--- config.mk ---
export PLATFORM = sky130hd
export DESIGN_NAME = fetch_unit
export DESIGN_NICKNAME = d
export VERILOG_FILES = /design/src/rtl/cpu_pkg.sv /design/src/rtl/pc_counter.sv /design/src/rtl/fetch_unit.sv
export SDC_FILE = /design/constraint.sdc
export NUM_CORES = 1
export LEC_CHECK = 0
export BUFFER_PORTS_ARGS = -buffer_cell sky130_fd_sc_hd__buf_2
export CAP_MARGIN = 20
export CELL_PAD_IN_SITES_DETAIL_PLACEMENT = 1
export CELL_PAD_IN_SITES_GLOBAL_PLACEMENT = 1
export CORE_MARGIN = 3
export CORE_UTILIZATION = 34
export DETAILED_ROUTE_END_ITERATION = 10
export PLACE_DENSITY_LB_ADDON = 0.12
export SKIP_CTS_REPAIR_TIMING = 1
export SLEW_MARGIN = 20
export SYNTH_ARGS = -nofsm -noshare
export SYNTH_HDL_FRONTEND = slang
export SYNTH_HIERARCHICAL = 1
export SYNTH_SLANG_ARGS = --single-unit
export TNS_END_PERCENT = 10
--- constraint.sdc ---
create_clock -name clk -period 2.12 [get_ports clk]
set_input_delay 0.106 -clock clk [delete_from_list [all_inputs] [get_ports clk]]
set_output_delay 0.106 -clock clk [all_outputs]
set_load 0.005 [all_outputs]
--- src/rtl/cpu_pkg.sv ---
// Shared fetch-path types and constants. S_HALT exists only when
// FETCH_HALT_DETECT_EN is defined.
package cpu_pkg;

  localparam int WORD_W = 16;

  typedef logic [WORD_W-1:0] word_t;

  localparam word_t HALT_OPCODE = 16'hFFFF;

  typedef enum logic [1:0] {
    S_IDLE = 2'd0,
    S_REQ  = 2'd1,
`ifdef FETCH_HALT_DETECT_EN
    S_EXEC = 2'd2,
    S_HALT = 2'd3
`else
    S_EXEC = 2'd2
`endif
  } fetch_state_e;

endpackage

--- src/rtl/pc_counter.sv ---
// 16-bit program counter with asynchronous reset.
// A load takes priority over an increment.
module pc_counter
  import cpu_pkg::*;
#(
  parameter word_t RESET_PC = '0
) (
  input  logic  clk,
  input  logic  rst_n,
  input  logic  load_i,
  input  word_t load_val_i,
  input  logic  inc_i,
  output word_t pc_o
);

  word_t pc_q, pc_d;

  always_comb begin
    pc_d = pc_q;
    if (load_i)
      pc_d = load_val_i;
    else if (inc_i)
      pc_d = pc_q + word_t'(1);
  end

  always_ff @(posedge clk or negedge rst_n) begin
    if (!rst_n)
      pc_q <= RESET_PC;
    else
      pc_q <= pc_d;
  end

  assign pc_o = pc_q;

endmodule

--- src/rtl/fetch_unit.sv ---
// Instruction fetch FSM: request, capture into IR with a one-cycle strobe, wait
// for execute. FETCH_HALT_DETECT_EN enables parking on the HALT opcode.
module fetch_unit
  import cpu_pkg::*;
#(
  parameter logic [WORD_W-1:0] RESET_PC = 16'h0000
) (
  input  logic              clk,
  input  logic              reset,
  output logic              mem_req,
  output logic [WORD_W-1:0] mem_addr,
  input  logic              mem_ack,
  input  logic [WORD_W-1:0] mem_rdata,
  output logic [WORD_W-1:0] ir_d,
  output logic              ir_en,
  output logic [WORD_W-1:0] pc,
  input  logic              stall,
  input  logic              exec_done,
  input  logic              branch_valid,
  input  logic [WORD_W-1:0] branch_target,
  output logic              halted
);

  fetch_state_e state_q, state_d;
  word_t        ir_word_q, ir_word_d;
  logic         ir_en_q, ir_en_d;
  logic         start_q;
  logic         pc_inc, pc_load;

  always_comb begin
    state_d   = state_q;
    ir_word_d = ir_word_q;
    ir_en_d   = 1'b0;
    pc_inc    = 1'b0;
    pc_load   = 1'b0;
    case (state_q)
      // start_q holds off the first request until the second edge after reset
      S_IDLE: if (start_q && !stall) state_d = S_REQ;
      S_REQ: begin
        if (mem_ack) begin
          ir_word_d = mem_rdata;
          ir_en_d   = 1'b1;
          pc_inc    = 1'b1;
`ifdef FETCH_HALT_DETECT_EN
          state_d   = (mem_rdata == HALT_OPCODE) ? S_HALT : S_EXEC;
`else
          state_d   = S_EXEC;
`endif
        end
      end
      S_EXEC: begin
        if (exec_done) begin
          state_d = S_IDLE;
          pc_load = branch_valid;
        end
      end
`ifdef FETCH_HALT_DETECT_EN
      S_HALT: state_d = S_HALT;
`endif
      default: state_d = S_IDLE;
    endcase
  end

  always_ff @(posedge clk or negedge reset) begin
    if (!reset) begin
      state_q   <= S_IDLE;
      ir_word_q <= '0;
      ir_en_q   <= 1'b0;
      start_q   <= 1'b0;
    end else begin
      state_q   <= state_d;
      ir_word_q <= ir_word_d;
      ir_en_q   <= ir_en_d;
      start_q   <= 1'b1;
    end
  end

  pc_counter #(
    .RESET_PC(RESET_PC)
  ) u_pc (
    .clk       (clk),
    .rst_n     (reset),
    .load_i    (pc_load),
    .load_val_i(branch_target),
    .inc_i     (pc_inc),
    .pc_o      (pc)
  );

  assign mem_req  = (state_q == S_REQ);
  assign mem_addr = pc;
  assign ir_d     = ir_word_q;
  assign ir_en    = ir_en_q;
`ifdef FETCH_HALT_DETECT_EN
  assign halted   = (state_q == S_HALT);
`else
  assign halted   = 1'b0;
`endif

endmodule

==> qor.csv <==
metric;value;unit
non-filler cells, final;309;
die span in y;80.2;um
first-iteration detailed-routing DRC count;29;
share of the clock period used by the worst path after layout;83.1;%
die outline area;0.00643;mm2
Worst IR Drop VDD;0.540;mV
per-cell via count in the routed design;4.60;
commonest cells in the netlist;dfrtp_1, nand2_1, buf_4;
post-synthesis sequential element count;36;
startpoint kind of the worst setup timing path;flip-flop;
DRC violation count after routing;0;
reg-to-reg critical path startpoint;state_q[1]$_DFFE_PN0P_;
primary flip-flop cell chosen by synthesis mapping;dfrtp_1;
worst reg2reg endpoint;u_pc/pc_o[10]$_DFFE_PN0P_;
Gate Count Post-Synth;165;
H-tree depth;2;
Max-cap violations;0;
number of antenna violations at the first check in global routing;0;
clock tree from TritonCTS;built;
clock network latency to the later pin of the worst-skew pair;0.28;ns
Critical Path Sink;u_pc/pc_o[10]$_DFFE_PN0P_;
global router's overall resource usage;14.4;%
number of synthesized flops with an enable pin;0;
slack of the worst reg-to-reg path;0.36;ns
outcome;finished, final reports clean;
power per standard cell area;1260;mW/mm2
mean cell area of the mapped netlist;11.3;um2
clock transition at the registers of the reported paths;0.07;ns
overall overflow remaining after global route;0;
static power due to leakage;0.00117;uW
number of I/O port buffers;87;
worst-path maximum fanout;7;
CTS sink count;36;
Final Hold Viols;0;
timing startpoint of the critical path;state_q[1]$_DFFE_PN0P_;
DP Cell Count;301;
CP endpoint kind;flip-flop;
Boundary Pins;89;
biggest area contributors in the synthesized netlist;dfrtp_1, buf_4, mux2_4, mux2_2, nand2_1;
fraction of post-synthesis cell area in the top cell type by area;48.2;%
Synth-to-Final Area Change;25.9;%
area of the core;0.00520;mm2
largest net degree at the start of global routing;37;
Hold Path Stages;3;
highest achievable clock rate;568;MHz
endpoint arrival time on the critical path;1.96;ns
wire length per cell;14.1;um
total number of yosys warnings;6;
library cell with the largest summed area after synthesis;dfrtp_1;
Setup violations, final;0;
Worst Clk Skew;0.00576;ns
final net count;278;
number of unique standard cell types used by synthesis;37;
Reg2Reg Depth;6;
utilization after layout;45.2;%
summed instance area of the synthesized netlist;0.00187;mm2
die width;80.2;um
Longest Clk Path Bufs;2;
Mapped Nets;204;
critical path class;flip-flop to flip-flop;
Worst Path Required;2.32;ns
count of inserted antenna diode cells;0;
total via count in the routed design;1422;
number of buffers created by CTS;5;
setup TNS;0;ns
portion of the post-synthesis area used by sequential elements;48.2;%
worst slew margin relative to its limit;45.3;%
shortest clock period the worst path allows after layout;1.76;ns
CTS Root Buffer Type;clkbuf_8;
Pre-antenna DRT Iters;2;
min-delay worst type;primary input to flip-flop;
RD Place Congestion;0.711;
final wirelength;4350;um
estimated wirelength of the detail-placed design;3230;um
worst hold slack;0.0283;ns
vias in the first global route;1454;
number of rows in the core area;26;
remaining number of nets flagged by the antenna check after routing;0;
most instantiated library cell after synthesis;dfrtp_1;
share of synthesized flip-flops with an asynchronous set or reset;100;%
layout cell share with drive strength beyond 1;51.9;%
first-pass GRT wire length;7110;um
transition time of the tightest slew-check pin;0.821;ns
unrepaired setup endpoints after global routing;false;
starting utilization of the core area;35.9;%
number of slew-limit violations in the final report;0;
-- stage by stage --
stage | instance area (um2) | power [uW] | worst slack (ns)
after detailed placement | 2250 | 2480 | 0.357
after global placement | 2250 | 2460 | 0.451
after CTS | 2340 | 3030 | 0.329
after floorplan | 1870 | 2060 | 0.326
after global routing | 2350 | 3210 | 0.219
final | 2350 | 2960 | 0.358
-- report_power, final --
part           switching (uW)  internal, uW  leakage, uW  total (uW)
sequential                341           999     0.000436        1340
clock                     235           290    0.0000503         525
combinational             453           647     0.000679        1100
-- logic make-up after synthesis --
kind of cell / count (synthesis) / synth area share (%)
buffers and inverters: 28 / 9.70
muxes: 17 / 11.8
and+or+nand+nor: 49 / 17.5
adders and majority gates: 1 / 0.669
other: 2 / 0.401
DFF: 36 / 48.2
AOI/OAI and AO/OA: 20 / 6.15
xor gates and xnor gates: 12 / 5.62
-- worst min-delay path by stage --
stage,end,startpoint,slack (ns)
final,u_pc/pc_o[6]$_DFFE_PN0P_,branch_target[6],0.03
after global routing,u_pc/pc_o[6]$_DFFE_PN0P_,branch_target[6],0.03
after CTS,ir_d[1]$_DFFE_PN0P_,reset,-0.05
after detailed placement,ir_d[1]$_DFFE_PN0P_,reset,0.27
after global placement,ir_d[1]$_DFFE_PN0P_,reset,0.26
after floorplan,ir_d[0]$_DFFE_PN0P_,reset,-0.19
-- registers in the layout, indices dropped and copies added (netlist names) --
register / flops
state_q: 2
ir_en: 1
u_pc/pc_o: 16
ir_d: 16
start_q: 1
-- cell type report --
cell class | instances | area [um2]
inverters | 5 | 18.8
fillers | 629 | 2850
clock buffers | 7 | 96.3
repair buffers | 90 | 460
flip-flops and latches | 36 | 901
multi-input cells | 101 | 791
well taps | 70 | 87.6
-- worst max-delay path, cell delays in order, from the launching register on --
cell and delay, ns:
dfrtp_1 0.42, nand3b_4 0.17, inv_1 0.22, and4_1 0.43, nand4_1 0.16, xor2_1 0.16
o21ai_0 0.13
-- per-layer routing --
layer | wire length (um) | global-route usage [%] | vias up
met3 | 347 | 4.48 | 2
li1 | - | - | 690
met5 | 0 | 0 | -
met4 | 28 | 4.56 | 0
met1 | 1890 | 18.5 | 681
met2 | 2080 | 23.1 | 49
-- cell usage in the layout (no fill, tap or decap) --
master         instances
a21oi_1                1
a311o_1                1
a31oi_1                2
and3_1                 1
and3_2                 1
and4_1                 1
and4_2                 3
buf_2                 87
buf_4                  2
clkbuf_8               7
conb_1                 2
dfrtp_1               36
dlygate4sd3_1          1
ha_1                   1
inv_1                  5
mux2_2                 8
mux2_4                 8
mux2i_1                1
nand2_1               19
nand2b_1               3
nand3_1                4
nand3b_4               1
nand4_1                3
nand4_4                2
nor2_1                 2
nor2_2                 2
nor2b_1                1
nor3_1                 2
nor4_2                 1
nor4_4                 1
o21ai_0               13
o21ai_1                1
o31a_1                 2
or2b_1                 1
or3b_2                 1
xnor2_1                7
xor2_1                 5
Power figures use the tool's default switching activity.
